### src/rtl/mem_arbiter.sv
// mem_arbiter: shares one memCtrl port between the CPU (read/write) and the VIC-II (read-only).
// Define MEM_ARB_TIMEOUT_EN to abort any memCtrl phase lasting TIMEOUT_CYCLES.
module mem_arbiter #(
  parameter bit VIC_PRIORITY   = 1'b0,
  parameter int TIMEOUT_CYCLES = 4096
) (
  input  logic        clk,
  input  logic        reset,
  input  logic        cpu_req,
  input  logic        cpu_we,
  input  logic [6:0]  cpu_bank,
  input  logic [15:0] cpu_addr,
  input  logic [7:0]  cpu_wdata,
  output logic        cpu_ack,
  output logic [7:0]  cpu_rdata,
  input  logic        vic_req,
  input  logic [6:0]  vic_bank,
  input  logic [15:0] vic_addr,
  output logic        vic_ack,
  output logic [7:0]  vic_rdata,
  output logic        err,
  output logic        arb_busy,
  output logic        mem_ce,
  output logic        mem_write,
  output logic [6:0]  mem_bank,
  output logic [15:0] mem_addr,
  output logic [7:0]  mem_wdata,
  input  logic [7:0]  mem_rdata,
  input  logic        mem_busy
);
  typedef enum logic [1:0] {IDLE, ACCEPT, DONE} state_t;
  state_t      state_q, state_d;
  logic        gnt_vic_q, gnt_vic_d, last_vic_q, last_vic_d;
  logic        mem_ce_q, mem_ce_d, mem_write_q, mem_write_d;
  logic [6:0]  mem_bank_q, mem_bank_d;
  logic [15:0] mem_addr_q, mem_addr_d;
  logic [7:0]  mem_wdata_q, mem_wdata_d;
  logic        cpu_ack_q, cpu_ack_d, vic_ack_q, vic_ack_d, err_q, err_d;
  logic [7:0]  cpu_rdata_q, cpu_rdata_d, vic_rdata_q, vic_rdata_d;
  logic        grant, pick_vic, timeout, finish;
  logic [7:0]  ret_data;
`ifdef MEM_ARB_TIMEOUT_EN
  logic [15:0] cnt_q;
  logic        progress;
  assign progress = (state_q == ACCEPT && mem_busy) || (state_q == DONE && !mem_busy);
  assign timeout  = state_q != IDLE && !progress && cnt_q == 16'(TIMEOUT_CYCLES - 1);
  always_ff @(posedge clk or negedge reset) begin
    if (!reset) cnt_q <= '0;
    else        cnt_q <= (state_q == IDLE || state_d != state_q) ? '0 : cnt_q + 16'd1;
  end
`else
  assign timeout = 1'b0;
`endif
  // The ack cycle is blocked so a requester still holding req is not re-granted.
  assign grant    = state_q == IDLE && !mem_busy && !cpu_ack_q && !vic_ack_q && (cpu_req || vic_req);
  assign pick_vic = vic_req && (!cpu_req || VIC_PRIORITY || !last_vic_q);
  assign finish   = (state_q == DONE && !mem_busy) || timeout;
  assign ret_data = timeout ? 8'hFF : mem_rdata;
  always_comb begin
    state_d     = state_q;
    gnt_vic_d   = gnt_vic_q;
    last_vic_d  = last_vic_q;
    mem_ce_d    = mem_ce_q;
    mem_write_d = mem_write_q;
    mem_bank_d  = mem_bank_q;
    mem_addr_d  = mem_addr_q;
    mem_wdata_d = mem_wdata_q;
    cpu_rdata_d = cpu_rdata_q;
    vic_rdata_d = vic_rdata_q;
    cpu_ack_d   = 1'b0;
    vic_ack_d   = 1'b0;
    err_d       = 1'b0;
    if (grant) begin
      state_d     = ACCEPT;
      gnt_vic_d   = pick_vic;
      last_vic_d  = pick_vic;
      mem_ce_d    = 1'b1;
      mem_write_d = pick_vic ? 1'b0 : cpu_we;
      mem_bank_d  = pick_vic ? vic_bank : cpu_bank;
      mem_addr_d  = pick_vic ? vic_addr : cpu_addr;
      mem_wdata_d = pick_vic ? 8'h00 : cpu_wdata;
    end
    if (state_q == ACCEPT && mem_busy) begin
      state_d  = DONE;
      mem_ce_d = 1'b0;
    end
    if (finish) begin
      state_d     = IDLE;
      mem_ce_d    = 1'b0;
      cpu_ack_d   = !gnt_vic_q;
      vic_ack_d   = gnt_vic_q;
      err_d       = timeout;
      cpu_rdata_d = gnt_vic_q ? cpu_rdata_q : ret_data;
      vic_rdata_d = gnt_vic_q ? ret_data : vic_rdata_q;
    end
  end
  always_ff @(posedge clk or negedge reset) begin
    if (!reset) begin
      state_q     <= IDLE;
      gnt_vic_q   <= 1'b0;
      last_vic_q  <= 1'b0;
      mem_ce_q    <= 1'b0;
      mem_write_q <= 1'b0;
      mem_bank_q  <= '0;
      mem_addr_q  <= '0;
      mem_wdata_q <= '0;
      cpu_rdata_q <= '0;
      vic_rdata_q <= '0;
      cpu_ack_q   <= 1'b0;
      vic_ack_q   <= 1'b0;
      err_q       <= 1'b0;
    end else begin
      state_q     <= state_d;
      gnt_vic_q   <= gnt_vic_d;
      last_vic_q  <= last_vic_d;
      mem_ce_q    <= mem_ce_d;
      mem_write_q <= mem_write_d;
      mem_bank_q  <= mem_bank_d;
      mem_addr_q  <= mem_addr_d;
      mem_wdata_q <= mem_wdata_d;
      cpu_rdata_q <= cpu_rdata_d;
      vic_rdata_q <= vic_rdata_d;
      cpu_ack_q   <= cpu_ack_d;
      vic_ack_q   <= vic_ack_d;
      err_q       <= err_d;
    end
  end
  assign arb_busy  = state_q != IDLE;
  assign mem_ce    = mem_ce_q;
  assign mem_write = mem_write_q;
  assign mem_bank  = mem_bank_q;
  assign mem_addr  = mem_addr_q;
  assign mem_wdata = mem_wdata_q;
  assign cpu_ack   = cpu_ack_q;
  assign vic_ack   = vic_ack_q;
  assign cpu_rdata = cpu_rdata_q;
  assign vic_rdata = vic_rdata_q;
  assign err       = err_q;
endmodule

### config.mk
export PLATFORM = sky130hd
export DESIGN_NAME = mem_arbiter
export DESIGN_NICKNAME = d
export VERILOG_FILES = /design/src/rtl/mem_arbiter.sv
export SDC_FILE = /design/constraint.sdc
export NUM_CORES = 1
export LEC_CHECK = 0
export ABC_AREA = 1
export BUFFER_PORTS_ARGS = -buffer_cell sky130_fd_sc_hd__buf_2
export CORE_AREA = 2 2 109 58
export DETAILED_ROUTE_END_ITERATION = 7
export DIE_AREA = 0 0 111 60
export GPL_TIMING_DRIVEN = 0
export PLACE_DENSITY = 0.78
export SYNTH_ARGS = -nofsm -noshare
export SYNTH_HDL_FRONTEND = slang
export SYNTH_SLANG_ARGS = --single-unit
### constraint.sdc
create_clock -name clk -period 1.3 [get_ports clk]
set_input_delay 0.13 -clock clk [delete_from_list [all_inputs] [get_ports clk]]
set_output_delay 0.13 -clock clk [all_outputs]
set_load 0.01 [all_outputs]
==> results.toml <==
[timing]
finalClockSkew_ns = 0.00255
drv_slew = 0
finalHoldViolCount = 0
hold_slack_ns = 0.0566
clock.fmax_ghz = 0.831
fin_crit_sh_pct = 92.5
tightestPinTransition_ns = 1.17
setup_viol_count_final = 0
period_needed_ns = 1.20
rsz0062_at_grt = "no"
relSlewSlack_pct = 22.0
fin_ws_ns = 0.0971

[die]
die_y_um = 60
pin_count = 121
die_w_um = 111
initial_core_util_pct = 44.0
rows = 20
dieArea_um2 = 6660
coreArea_um2 = 5780

[critical_path]
worstSetupPathType = "flip-flop to flip-flop"
cp.arrival_ns = 1.38
crit_required_ns = 1.47
end_kind = "flip-flop"
critPathLaunchType = "flip-flop"
cp_max_fo = 10

[logic_synthesis]
avgSynthCellArea_um2 = 7.82
synthCells = 325
synth_seq_area_share_pct = 52.2
ys_types = 20
ys_seq_elements = 53
ys.warnings.count = 0
postSynthNetCount = 393
syn_area_um2 = 2540

[clock_tree]
clockBufferDepth = 2
postCtsHoldBufs = 0
cts_tree = "built"
cts_buffers = 5
clock_latency_ns = 0.28
cts_root_buffer = "clkbuf_16"
cts.sinks = 53
path_clk_slew_ns = 0.07
cts_htree_levels = 2

[power_and_ir_drop]
peakVddDrop_v = 0.000961
power.total_mw = 7.44
p_comb_share_pct = 41.6
p_int_mw = 4.63
power_density_nw_per_um2 = 2140
pwr-share-clk_pct = 20.7
pwr-share-seq_pct = 37.8
switching_share_pct = 37.9
net-switching-power_mw = 2.82
p_leak_nw = 2.13

[global_route]
gr-total-overflow = 0
grt_max_degree = 54
busiest_layer = "met2"
grt_pass1_vias = 2331
use_met2_pct = 33.0
grtUsageMet3_pct = 5.58
grt_pass1_wl_um = 11300
use_met1_pct = 31.0
antenna_found_initial = 0
grtUsageTotal_pct = 21.6

[cells_and_area]
nNetsFinal = 521
syn2layout_area_growth_pct = 37.0
drive_above_1_share_pct = 36.1
stdcell_count = 531
multi_input_area_um2 = 1090
seq_area_um2 = 1330
n_fill_cell = 545
post-route-cell-area_um2 = 3480
antennaDiodeCount = 0

[placement]
dp_hpwl_um = 5130
dpl_cell_area_um2 = 3230
io_buffers = 118
pre_cts_ws_ns = -0.0353
gp_congestion = 0.885
dp.cells = 520

[run_status]
outcome = "completed"

[route]
antenna_left = 0
initialDrtViolationCount = 126
via_per_inst = 4.64
wire_per_inst_um = 12.8
via_count = 2466
drtPass1Iterations = 4
drcViolationCount = 0
finalWirelength_um = 6820

[worst_hold_path]
hold_path.class = "input pin to flip-flop"

[flow_run]
maxCapViolCount = 0
[cells in the mapped netlist]
cell,number,area [µm²]
nand2_1,198,743
nand3_1,23,115
buf_4,2,15.0
nor2_2,3,18.8
dfrtp_1,53,1330
inv_1,7,26.3
inv_2,1,3.75
nor2_1,4,15.0
nand3b_1,1,7.51
clkbuf_2,1,5.00
or2_2,1,6.26
buf_2,4,20.0
nand2_2,4,25.0
buf_6,9,101
a21oi_1,2,10.0
a21boi_1,5,37.5
nand2_4,1,11.3
nor2_8,1,20.0
conb_1,1,3.75
a21boi_0,4,30.0
[cell type report]
type	instances	share of cell area (%)
Sequential cell	53	38.1
Buffer	16	4.21
Inverter	8	0.863
Tap cell	77	2.77
Clock inverter	2	1.08
Clock buffer	6	3.99
Multi-Input combinational cell	248	31.3
Timing Repair Buffer	121	17.6
[kinds of logic (layout without fill, tap and decap cells)]
family	Yosys count	in the layout	synth area share (%)
AO/OA/AOI/OAI	11	11	3.05
flip-flops	53	53	52.2
buffers and inverters	24	153	6.75
AND/OR/NAND/NOR	236	236	37.9
other	1	1	0.148
[final timing paths]
check / start / endpoint / slack (ns) / depth (start not counted)
min in group asynchronous: reset / cpu_rdata[4]$_DFFE_PN0P_ / 0.07 / 1
worst min register to register: cpu_rdata[6]$_DFFE_PN0P_ / cpu_rdata[6]$_DFFE_PN0P_ / 0.47 / 2
worst max-delay path: state_q[0]$_DFFE_PN0P_ / last_vic_q$_DFFE_PN0P_ / 0.1 / 7
max in group asynchronous: reset / last_vic_q$_DFFE_PN0P_ / 0.43 / 1
worst min-delay path: mem_rdata[4] / vic_rdata[4]$_DFFE_PN0P_ / 0.06 / 3
worst max register to register: state_q[0]$_DFFE_PN0P_ / last_vic_q$_DFFE_PN0P_ / 0.1 / 7
[flip-flops by register name (all words and copies together) (netlist names)]
signal      flops
last_vic_q      1
vic_rdata       8
cpu_ack         1
mem_wdata       8
mem_write       1
state_q         2
mem_bank        7
mem_addr       16
vic_ack         1
cpu_rdata       8
[per-stage QoR]
step | util (%) | setup TNS, ns
after detailed placement | 55.8 | -0.192
after floorplan | - | 0
after global routing | 60.2 | 0
final | 60.2 | 0
after global placement | 55.8 | 0
after CTS | 59.0 | -0.162
[metal layers]
layer / vias up / part of all wire [%]
li1: 1249 / -
met5: - / 0
met2: 90 / 42
met4: 0 / 0.76
met3: 4 / 8.3
met1: 1123 / 49
[placed cells by master, fill, tap and decap left out, drive strengths merged]
| cell | count |
|---|---|
| a21boi | 9 |
| a21oi | 2 |
| buf | 135 |
| bufinv | 1 |
| clkbuf | 8 |
| clkinvlp | 1 |
| conb | 1 |
| dfrtp | 53 |
| inv | 8 |
| nand2 | 203 |
| nand3 | 23 |
| nand3b | 1 |
| nor2 | 8 |
| or2 | 1 |
[critical path: stages (launching register included)]
cell and delay (ns):
dfrtp_1 0.42, inv_1 0.10, nand2_2 0.08, nor2_4 0.13
nand2_4 0.09, buf_6 0.16, nand2_1 0.06, nand2_1 0.05
[power by group through the flow]
stage	clock (mW)	combinational [mW]	sequential, mW
2_1_floorplan	0	1.37	3.13
3_3_place_gp	0	2.87	2.78
3_5_place_dp	0	2.97	2.80
4_1_cts	1.57	2.97	2.80
5_1_grt	1.65	3.49	2.90
6_report	1.54	3.09	2.81
[timing repair]
action,CTS,global route
endpoints found under the hold margin,0,0
setup buffers,0,3
gates resized for setup,3,14
endpoints found under the setup margin,17,48
pin swaps,0,2
Power figures use the tool's default switching activity.
